--- src/rtl/pc_fetch_stage.sv ---
// Instruction-fetch stage: owns the PC, drives instr_mem and fills the IF/ID register.
// Optional `FETCH_HALT_EN` adds a `halted` output and stops fetching at PC_LIMIT.
module pc_fetch_stage #(
  parameter logic [15:0] RESET_PC = 16'h0000,
  parameter logic [15:0] PC_STEP  = 16'd4
`ifdef FETCH_HALT_EN
  ,
  // First byte address past the instruction ROM; only meaningful with halting.
  parameter logic [15:0] PC_LIMIT = 16'd64
`endif
) (
  input  logic        clk,
  input  logic        rst,
  input  logic        stall,
  input  logic        jump_en,
  input  logic [15:0] jump_target,
  input  logic        branch_taken,
  input  logic [15:0] branch_target,
  input  logic [15:0] instruction_in,
  output logic [15:0] pc,
  output logic [15:0] ifid_instr,
  output logic [15:0] ifid_pc4,
  output logic        ifid_valid,
  output logic [15:0] fetch_count
`ifdef FETCH_HALT_EN
  ,
  output logic        halted
`endif
);

  logic [15:0] pc_q, pc_d;
  logic [15:0] ifid_instr_q, ifid_instr_d;
  logic [15:0] ifid_pc4_q, ifid_pc4_d;
  logic        ifid_valid_q, ifid_valid_d;
  logic [15:0] fetch_count_q, fetch_count_d;
  logic [15:0] pc_plus;
  logic [15:0] redirect_tgt;
  logic        redirect;

`ifdef FETCH_HALT_EN
  localparam logic [0:0] ST_RUN  = 1'b0;
  localparam logic [0:0] ST_HALT = 1'b1;
  logic [0:0] state_q, state_d;
  assign halted = (state_q == ST_HALT);
`endif

  assign pc_plus      = pc_q + PC_STEP;
  assign redirect     = jump_en | branch_taken;
  assign redirect_tgt = jump_en ? jump_target : branch_target;

  always_comb begin
    pc_d          = pc_q;
    ifid_instr_d  = ifid_instr_q;
    ifid_pc4_d    = ifid_pc4_q;
    ifid_valid_d  = ifid_valid_q;
    fetch_count_d = fetch_count_q;
`ifdef FETCH_HALT_EN
    state_d       = state_q;
`endif
    if (redirect) begin
      // Redirect beats stall: the fetched-but-wrong-path instruction is squashed.
      pc_d         = redirect_tgt & 16'hFFFC;
      ifid_instr_d = 16'h0000;
      ifid_pc4_d   = 16'h0000;
      ifid_valid_d = 1'b0;
`ifdef FETCH_HALT_EN
      state_d      = ST_RUN;
`endif
    end else if (!stall) begin
`ifdef FETCH_HALT_EN
      if (state_q == ST_HALT) begin
        ifid_instr_d = 16'h0000;
        ifid_pc4_d   = 16'h0000;
        ifid_valid_d = 1'b0;
      end else begin
        ifid_instr_d  = instruction_in;
        ifid_pc4_d    = pc_plus;
        ifid_valid_d  = 1'b1;
        fetch_count_d = fetch_count_q + 16'd1;
        // Last ROM word is still delivered; the PC parks on it afterwards.
        if (pc_plus >= PC_LIMIT) state_d = ST_HALT;
        else                     pc_d    = pc_plus;
      end
`else
      ifid_instr_d  = instruction_in;
      ifid_pc4_d    = pc_plus;
      ifid_valid_d  = 1'b1;
      fetch_count_d = fetch_count_q + 16'd1;
      pc_d          = pc_plus;
`endif
    end
  end

  always_ff @(posedge clk) begin
    if (rst) begin
      pc_q          <= RESET_PC;
      ifid_instr_q  <= 16'h0000;
      ifid_pc4_q    <= 16'h0000;
      ifid_valid_q  <= 1'b0;
      fetch_count_q <= 16'h0000;
`ifdef FETCH_HALT_EN
      state_q       <= ST_RUN;
`endif
    end else begin
      pc_q          <= pc_d;
      ifid_instr_q  <= ifid_instr_d;
      ifid_pc4_q    <= ifid_pc4_d;
      ifid_valid_q  <= ifid_valid_d;
      fetch_count_q <= fetch_count_d;
`ifdef FETCH_HALT_EN
      state_q       <= state_d;
`endif
    end
  end

  assign pc          = pc_q;
  assign ifid_instr  = ifid_instr_q;
  assign ifid_pc4    = ifid_pc4_q;
  assign ifid_valid  = ifid_valid_q;
  assign fetch_count = fetch_count_q;

endmodule

--- config.mk ---
export PLATFORM = sky130hd
export DESIGN_NAME = pc_fetch_stage
export DESIGN_NICKNAME = d
export VERILOG_FILES = /design/src/rtl/pc_fetch_stage.sv
export SDC_FILE = /design/constraint.sdc
export NUM_CORES = 1
export LEC_CHECK = 0
export CORE_MARGIN = 3
export CORE_UTILIZATION = 45
export CTS_BUF_LIST = sky130_fd_sc_hd__clkbuf_4 sky130_fd_sc_hd__clkbuf_8
export CTS_CLUSTER_DIAMETER = 60
export CTS_CLUSTER_SIZE = 25
export DETAILED_ROUTE_END_ITERATION = 8
export HOLD_SLACK_MARGIN = 0.15
export PLACE_DENSITY = 0.83
export SETUP_SLACK_MARGIN = 0.1
export SYNTH_ARGS = -nofsm -noshare
export SYNTH_HDL_FRONTEND = slang
export SYNTH_SLANG_ARGS = --single-unit
--- constraint.sdc ---
create_clock -name clk -period 2.1 [get_ports clk]
set_input_delay 0.42 -clock clk [delete_from_list [all_inputs] [get_ports clk]]
set_output_delay 0.42 -clock clk [all_outputs]
set_load 0.1 [all_outputs]
==> flow_summary.yaml, run 1 <==
run_status:
  outcome: "finished, final reports clean"
power_and_ir_drop:
  total_leakage_power_uw: 0.001730
  powerDensity_mw_per_mm2: 682.9
  peakVddDrop_v: 0.0004577
sta:
  fin_skew_ns: 0.01074
  post-route-period-util_pct: 89.64
  hold_viol_final: 0
  maxSlewViolCount: 0
  rsz0062_at_grt: "no"
  setup_viol_count_final: 0
  setup-tns-final_ns: 0
  fmax_ghz: 0.5312
  fin_crit_ns: 1.882
cells_and_area:
  drive_above_1_share_pct: 27.07
  num-fill-cells: 503
  finish.instance_area_sq_mm: 0.004187
  antenna-diode-count: 0
  area_growth_pct: 44.72
  nets: 510
synthesis:
  synth-compound-area-share_pct: 12.85
  syn_inst: 336
  synth-edff-count: 0
  synth.distinct_cells: 45
  synth_top_family_by_area: "simple AND/OR/NAND/NOR gates"
  netlist_area_sq_mm: 0.002893
  synthMuxAreaShare_pct: 8.045
  ys_ff_latch: 61
  synth_warnings: 0
  synthSimpleGateAreaFrac_pct: 24.96
  synthAdderAreaFrac_pct: 0.8651
  synthArstFlopShare_pct: 0
  ys.flop_type: "dfxtp_1"
  syn_avg_cell_area_sq_um: 8.609
  synthXorXnorAreaFrac_pct: 6.055
  seq_area_frac_synth_pct: 42.21
clock_tree:
  htree_levels: 3
  ctsHoldBuffers: 0
  cts_root_buffer: "clkbuf_8"
  cts_buffer_depth: 2
  postCtsSetupRepairBufs: 0
  numCtsBuffers: 9
  path_clk_slew_ns: 0.06
  cts_tree: "done"
  cts.sinks: 61
  cts_resized: 0
  insertion_delay_ns: 0.33
critical_path:
  cp_max_fo: 3
  slowest_delay_ns: 0.56
  worstSetupPathType: "in2reg"
  worstPathArrival_ns: 2.09
  slowest_stage: "or4b_4"
  cp-end-kind: "flop"
  crit_required_ns: 2.31
  reg2reg_depth: 5
  crit_chain: "clkdlybuf4s50_1 -> or4b_4 -> nor3_4 -> nand4_1 -> mux2_1"
  start_kind: "input pin"
floorplanning:
  die_x_microns: 86.18
  boundaryPins: 118
  initial_core_util_pct: 47.73
  die_area_sq_mm: 0.007426
  core_sq_mm: 0.006061
  rows: 28
  die_h_microns: 86.18
grt:
  antenna_found_initial: 0
  grt_usage_pct: 22.24
  grt_max_degree: 33
  grt.overflow.total: 0
  grt_pass1_vias: 2738
  grt_pass1_wl_microns: 13220
placed_design:
  place_hpwl_microns: 5940
  dpl_cell_area_sq_mm: 0.003999
  routabilityCongestion: 0.7889
  port_buffers: 109
worst_hold_path:
  hold_class: "reg2reg"
  min_path_cells: 2
route:
  wire_per_inst_microns: 15.06
  vias: 2867
  drt_iter0_drc: 166
  drc: 0
  dr.pass1.iters: 4
  ant_nets: 0
  drt-total-wl_microns: 8026
  via_per_inst: 5.379
job:
  maxCapViolCount: 0
==> worst paths after layout <==
check | slack, ns | to | from
hold reg to reg | 0.46 | ifid_valid$_SDFFE_PP0N_ | ifid_valid$_SDFFE_PP0N_
setup reg to reg | 0.26 | pc[14]$_SDFFE_PP0P_ | pc[2]$_SDFFE_PP0P_
setup / recovery | 0.22 | fetch_count[13]$_SDFFE_PP0P_ | branch_taken
hold / removal | 0.46 | ifid_valid$_SDFFE_PP0N_ | ifid_valid$_SDFFE_PP0N_
==> cell type report <==
cell class	instances	area, sq um	share of cell area, %
Tap cell	75	93.84	2.241
Sequential cell	61	1254	29.95
Multi-Input combinational cell	247	1541	36.82
Timing Repair Buffer	129	1084	25.88
Inverter	7	26.28	0.6276
Clock inverter	2	35.03	0.8368
Clock buffer	12	152.6	3.646
==> sequential cells by signal (all words and copies together) (netlist names) <==
name	count
ifid_instr	16
pc	14
fetch_count	16
ifid_valid	1
ifid_pc4	14
==> report_power, final <==
part	total (uW)	internal [uW]	switching (uW)	leakage [uW]
Sequential	1230	1190	41.6	0.000506
Combinational	603	201	401	0.00113
Clock	1020	592	431	0.0000991
==> cell usage after synthesis, types with 3 or more instances <==
library cell	number	area share, %
nand3_1	7	1.2
nand3b_1	9	2.3
nor4_1	5	1.1
inv_1	7	0.91
buf_4	4	1.0
and4_1	5	1.5
nor4b_1	3	0.91
a21oi_1	30	5.2
dfxtp_1	61	42
xnor2_1	10	3.0
o22ai_1	4	0.86
nand4_1	9	1.9
xor2_1	10	3.0
a211oi_1	6	1.6
nor2_1	48	6.2
o21ai_0	12	2.1
buf_1	4	0.52
and3_1	3	0.65
nand2b_1	4	0.86
nand2_1	26	3.4
clkbuf_1	13	1.7
mux2i_1	21	7.3
a221oi_1	3	0.91
or3_1	5	1.1
==> worst max-delay path, delay by kind of cell <==
kind | cells | cell delay [ns]
simple gates | 3 | 0.90
buf+inv | 1 | 0.44
mux | 1 | 0.33
==> layout by cell type (no fill, tap or decap), types with 4 or more instances in the layout <==
master,Yosys,final
buf_4,4,81
nor2_1,48,48
clkdlybuf4s50_1,0,47
dfxtp_1,61,39
a21oi_1,30,30
nand2_1,26,26
mux2i_1,21,21
dfxtp_2,0,20
o21ai_0,12,12
xor2_1,10,10
xnor2_1,10,10
clkbuf_8,0,10
nand4_1,9,9
nand3b_1,9,9
nand3_1,7,7
inv_1,7,7
a211oi_1,6,6
or3_1,5,5
and4_1,5,5
nor4_1,5,5
nand2b_1,4,4
o22ai_1,4,4
conb_1,1,4
==> kinds of logic after synthesis <==
| group | Yosys count |
|---|---|
| muxes | 23 |
| buffers and inverters | 31 |
| other | 1 |
| DFF | 61 |
| xor gates and xnor gates | 20 |
| and+or+nand+nor | 135 |
| adders and majority gates | 2 |
| AOI/OAI and AO/OA | 63 |
==> per-layer routing <==
layer  global-route usage [%]  vias to the layer above  part of all wire (%)
met5                        0                        -                     0
met4                    6.516                        0                  0.87
met3                    10.08                        5                    10
met2                    35.39                      108                    47
met1                    27.18                     1334                    42
li1                         -                     1420                     -
==> through the flow <==
| stage | setup WS (ns) | total power [uW] | hold WS [ns] | util (%) | instances |
|---|---|---|---|---|---|
| 6_report | 0.2175 | 2859 | 0.4593 | 69.08 | 533 |
| 5_1_grt | 0.1299 | 2977 | 0.4910 | 69.08 | 533 |
| 4_1_cts | 0.2226 | 2874 | 0.4692 | 69.08 | 533 |
| 3_5_place_dp | -0.1192 | 1859 | 0.4577 | 65.98 | 519 |
| 3_3_place_gp | -0.1017 | 1852 | 0.4389 | 65.98 | 519 |
| 2_1_floorplan | 0.06434 | 1668 | 0.5572 | - | 339 |
No activity file was read; power rests on OpenSTA's default activity.
==> run 2: changes to the inputs <==
--- a/config.mk
+++ b/config.mk
@@ -5,6 +5,7 @@
 export SDC_FILE = /design/constraint.sdc
 export NUM_CORES = 1
 export LEC_CHECK = 0
+export CORE_ASPECT_RATIO = 1.4
 export CORE_MARGIN = 3
 export CORE_UTILIZATION = 45
 export CTS_BUF_LIST = sky130_fd_sc_hd__clkbuf_4 sky130_fd_sc_hd__clkbuf_8
==> flow_summary.yaml, run 2 (synthesized netlist as in run 1, its figures left out) <==
placed_design:
  port_buffers: 109
  dp.cells: 513
  place_hpwl_microns: 5998
  routabilityCongestion: 0.8797
  dpl_cell_area_sq_mm: 0.003985
route:
  drt_iter0_drc: 117
  dr.pass1.iters: 4
  wire_per_inst_microns: 15.39
  ant_nets: 0
  via_per_inst: 5.486
  vias: 2902
  drt-total-wl_microns: 8139
  drc: 0
power_and_ir_drop:
  p_int_uw: 2151
  power_uw: 3043
  power_frac_comb_pct: 19.8
  switching_power_uw: 892.3
  peakVddDrop_v: 0.0004451
  total_leakage_power_uw: 0.001743
  powerDensity_mw_per_mm2: 721.3
  swShare_pct: 29.32
  clkPwrFrac_pct: 39.7
  seq_power_share_pct: 40.5
clock_tree:
  numCtsBuffers: 9
  cts_tree: "done"
  cts_buffer_depth: 2
  insertion_delay_ns: 0.34
  htree_levels: 3
  postCtsSetupRepairBufs: 0
  ctsHoldBuffers: 0
  cts.sinks: 61
  cts_root_buffer: "clkbuf_8"
  cts_resized: 0
  path_clk_slew_ns: 0.07
cells_and_area:
  area_growth_pct: 45.85
  fin_util_pct: 69.99
  final_common_cell: "buf_4"
  drive_above_1_share_pct: 27.23
  nets: 509
  antenna-diode-count: 0
  final_cell_mix: "80 x buf_4, 48 x nor2_1, 47 x clkdlybuf4s50_1"
  finalNonFillerCells: 529
  finish.instance_area_sq_mm: 0.004219
run_status:
  outcome: "finished, final reports clean"
grt:
  grt_max_degree: 38
  grt_pass1_wl_microns: 13240
  grt_pass1_vias: 2850
  grt.overflow.total: 0
  grt_usage_pct: 22.66
  antenna_found_initial: 0
sta:
  post-route-period-util_pct: 90.36
  maxSlewViolCount: 0
  hold_viol_final: 0
  setup_viol_count_final: 0
  fin_crit_ns: 1.898
  rsz0062_at_grt: "no"
  fin_skew_ns: 0.009778
  fmax_ghz: 0.5270
floorplanning:
  initial_core_util_pct: 47.99
  die_area_sq_mm: 0.007440
  rows: 33
  die_h_microns: 100.9
  boundaryPins: 118
  core_sq_mm: 0.006028
  die_x_microns: 73.76
critical_path:
  worstPathArrival_ns: 2.11
  crit_required_ns: 2.32
  startpoint: "branch_taken"
  cp_max_fo: 3
  cp-end-kind: "flop"
  start_kind: "input pin"
  worstReg2RegStart: "pc[2]$_SDFFE_PP0P_"
  worstSetupPathType: "in2reg"
job:
  maxCapViolCount: 0
worst_hold_path:
  hold_class: "reg2reg"
  min_from: "ifid_valid$_SDFFE_PP0N_"
==> run 2: changes by cell type in the layout (fill, tap and decap cells not counted), sizes merged <==
cell / change
buf: -1
bufinv: +1
clkbuf: +1
clkinv: -1
clkinvlp: +1
==> run 2: power by group through the flow <==
| stage | sequential, uW | clock, uW | combinational (uW) |
|---|---|---|---|
| floorplan | 1480 | 0 | 191 |
| global placement | 1260 | 0 | 594 |
| detailed placement | 1260 | 0 | 600 |
| CTS | 1230 | 1230 | 604 |
| global route | 1240 | 1280 | 635 |
| finish | 1230 | 1210 | 601 |
==> run 2: area by class of cell <==
cell class                      count  area [sq um]
Tap cell                           70         87.58
Clock buffer                       13         166.4
Clock inverter                      3         67.56
Sequential cell                    61          1254
Fill cell                         497          1809
Inverter                            7         26.28
Multi-Input combinational cell    247          1541
Timing Repair Buffer              128          1076
==> run 2: final timing paths <==
| kind | cells past startpoint | slack [ns] | to |
|---|---|---|---|
| setup / recovery | 5 | 0.20 | fetch_count[13]$_SDFFE_PP0P_ |
| hold reg to reg | 2 | 0.46 | ifid_valid$_SDFFE_PP0N_ |
| setup reg to reg | 5 | 0.33 | pc[14]$_SDFFE_PP0P_ |
| hold / removal | 2 | 0.46 | ifid_valid$_SDFFE_PP0N_ |
==> run 2: through the flow <==
| step | setup TNS, ns | hold WS (ns) | worst slack (ns) |
|---|---|---|---|
| global route | 0 | 0.4898 | 0.1374 |
| detailed placement | -0.3223 | 0.4484 | -0.1243 |
| global placement | -0.2370 | 0.4423 | -0.1095 |
| finish | 0 | 0.4551 | 0.2024 |
| floorplan | 0 | 0.5572 | 0.06434 |
| CTS | 0 | 0.4586 | 0.2282 |
==> run 2: metal layers <==
layer	vias up	wire length [microns]	global-route usage [%]
li1	1420	-	-
met1	1358	3233	26.12
met2	112	4116	37.57
met3	12	655	6.387
met4	0	133	11.44
met5	-	0	0
==> run 2: worst max-delay path: stages <==
cell and delay [ns]:
clkdlybuf4s50_1 0.45, or4b_4 0.57, nor3_4 0.23, nand4_1 0.12, mux2_1 0.32
==> run 3: changes to the inputs <==
==> constraint.sdc (replaced) <==
create_clock -name clk -period 2.1 [get_ports clk]
set_input_delay 0.21 -clock clk [delete_from_list [all_inputs] [get_ports clk]]
set_output_delay 0.21 -clock clk [all_outputs]
set_load 0.1 [all_outputs]
==> flow_summary.yaml, run 3 (synthesized netlist as in run 1, its figures left out) <==
power_and_ir_drop:
  powerDensity_mw_per_mm2: 684.5
  peakVddDrop_v: 0.0004089
  total_leakage_power_uw: 0.001706
sta:
  fin_skew_ns: 0.005783
  slew-limit-headroom_pct: 63.98
  post-route-period-util_pct: 83.58
  worst_slack_ns: 0.3448
  fin_crit_ns: 1.755
  setup-tns-final_ns: 0
  rsz0062_at_grt: "no"
  fmax_ghz: 0.5697
  worst_pin_slew_ns: 0.5398
  maxSlewViolCount: 0
  hold_viol_final: 0
  setup_viol_count_final: 0
critical_path:
  cp_max_fo: 6
  worstPathArrival_ns: 1.98
  crit_required_ns: 2.32
  crit_chain: "ha_1 -> and4_1 -> nand4_1 -> or4_1 -> o311ai_0"
  slowest_delay_ns: 0.42
  worstSetupPathType: "reg2reg"
  start_kind: "flop"
  cp-end-kind: "flop"
  slowest_stage: "or4_1"
  reg2reg_depth: 5
clock_tree:
  cts_resized: 0
  path_clk_slew_ns: 0.06
  htree_levels: 3
  insertion_delay_ns: 0.33
  cts_buffer_depth: 2
  postCtsSetupRepairBufs: 0
  cts_root_buffer: "clkbuf_8"
  cts.sinks: 61
  cts_tree: "done"
  numCtsBuffers: 9
  ctsHoldBuffers: 0
route:
  via_per_inst: 5.471
  vias: 2856
  dr.pass1.iters: 5
  drc: 0
  drt_iter0_drc: 74
  drt-total-wl_microns: 7766
  wire_per_inst_microns: 14.88
  ant_nets: 0
placed_design:
  place_hpwl_microns: 5823
  routabilityCongestion: 0.8976
  port_buffers: 109
  place_ws_ns: 0.05758
cells_and_area:
  final_cell_mix: "74 x buf_4, 48 x nor2_1, 47 x clkdlybuf4s50_1"
  area_growth_pct: 43.38
  drive_above_1_share_pct: 26.11
  antenna-diode-count: 0
  nets: 504
  fin_util_pct: 68.80
  final_common_cell: "buf_4"
grt:
  grt_pass1_wl_microns: 12670
  grt_pass1_vias: 2867
  grt.overflow.total: 0
  antenna_found_initial: 0
  grt_usage_pct: 21.75
  grt_max_degree: 39
floorplanning:
  initial_core_util_pct: 47.99
  rows: 33
  die_area_sq_mm: 0.007440
  die_h_microns: 100.9
  boundaryPins: 118
  die_x_microns: 73.76
  core_sq_mm: 0.006028
job:
  maxCapViolCount: 0
worst_hold_path:
  hold_class: "in2reg"
  min_path_cells: 3
run_status:
  outcome: "finished, final reports clean"
run 3: cell types whose count changed in the layout (fill, tap and decap cells not counted), sizes merged:
| cell | previous run | this run |
|---|---|---|
| buf | 81 | 76 |
| bufinv | 2 | 1 |
| clkbuf | 13 | 12 |
| clkinv | 0 | 1 |
| clkinvlp | 1 | 0 |
run 3: per-stage QoR:
| stage | total power, uW | cell area [sq um] | cells | hold slack, ns |
|---|---|---|---|---|
| floorplan | 1668 | 2937 | 339 | 0.3472 |
| global placement | 1847 | 3960 | 508 | 0.4421 |
| detailed placement | 1855 | 3960 | 508 | 0.4450 |
| CTS | 2861 | 4148 | 522 | 0.2869 |
| global route | 2943 | 4148 | 522 | 0.3175 |
| finish | 2839 | 4148 | 522 | 0.2863 |
run 3: worst paths after layout:
kind | from | to | slack (ns)
setup / recovery | pc[2]$_SDFFE_PP0P_ | pc[14]$_SDFFE_PP0P_ | 0.34
hold / removal | stall | ifid_pc4[15]$_SDFFE_PP0N_ | 0.29
setup reg to reg | pc[2]$_SDFFE_PP0P_ | pc[14]$_SDFFE_PP0P_ | 0.34
hold reg to reg | ifid_valid$_SDFFE_PP0N_ | ifid_valid$_SDFFE_PP0N_ | 0.45
run 3: per-layer routing:
layer,routed length [microns],track usage (%),up-vias
li1,-,-,1411
met1,3054,23.85,1308
met2,3818,36.27,118
met3,720,6.986,19
met4,173,12.13,0
met5,0,0,-
run 3: area by class of cell:
type                       instances  area (sq um)
sequential                        61          1254
multi-input combinational        247          1541
clock buffer                      12         152.6
inverter                           7         26.28
tap                               70         87.58
clock inverter                     2         35.03
timing repair buffer             123          1051
fill                             490          1881
run 3: critical path, delay by kind of cell (launching register included):
family,cells,cell delay [ns]
adders and majority gates,1,0.26
AOI/OAI and AO/OA,1,0.09
and+or+nand+nor,3,0.91
DFF,1,0.38
run 3: power breakdown:
| group | leakage (uW) | internal [uW] | total [uW] | switching (uW) |
|---|---|---|---|---|
| Sequential | 0.000506 | 1190 | 1230 | 41.4 |
| Clock | 0.0000991 | 592 | 1010 | 418 |
| Combinational | 0.00110 | 198 | 597 | 399 |
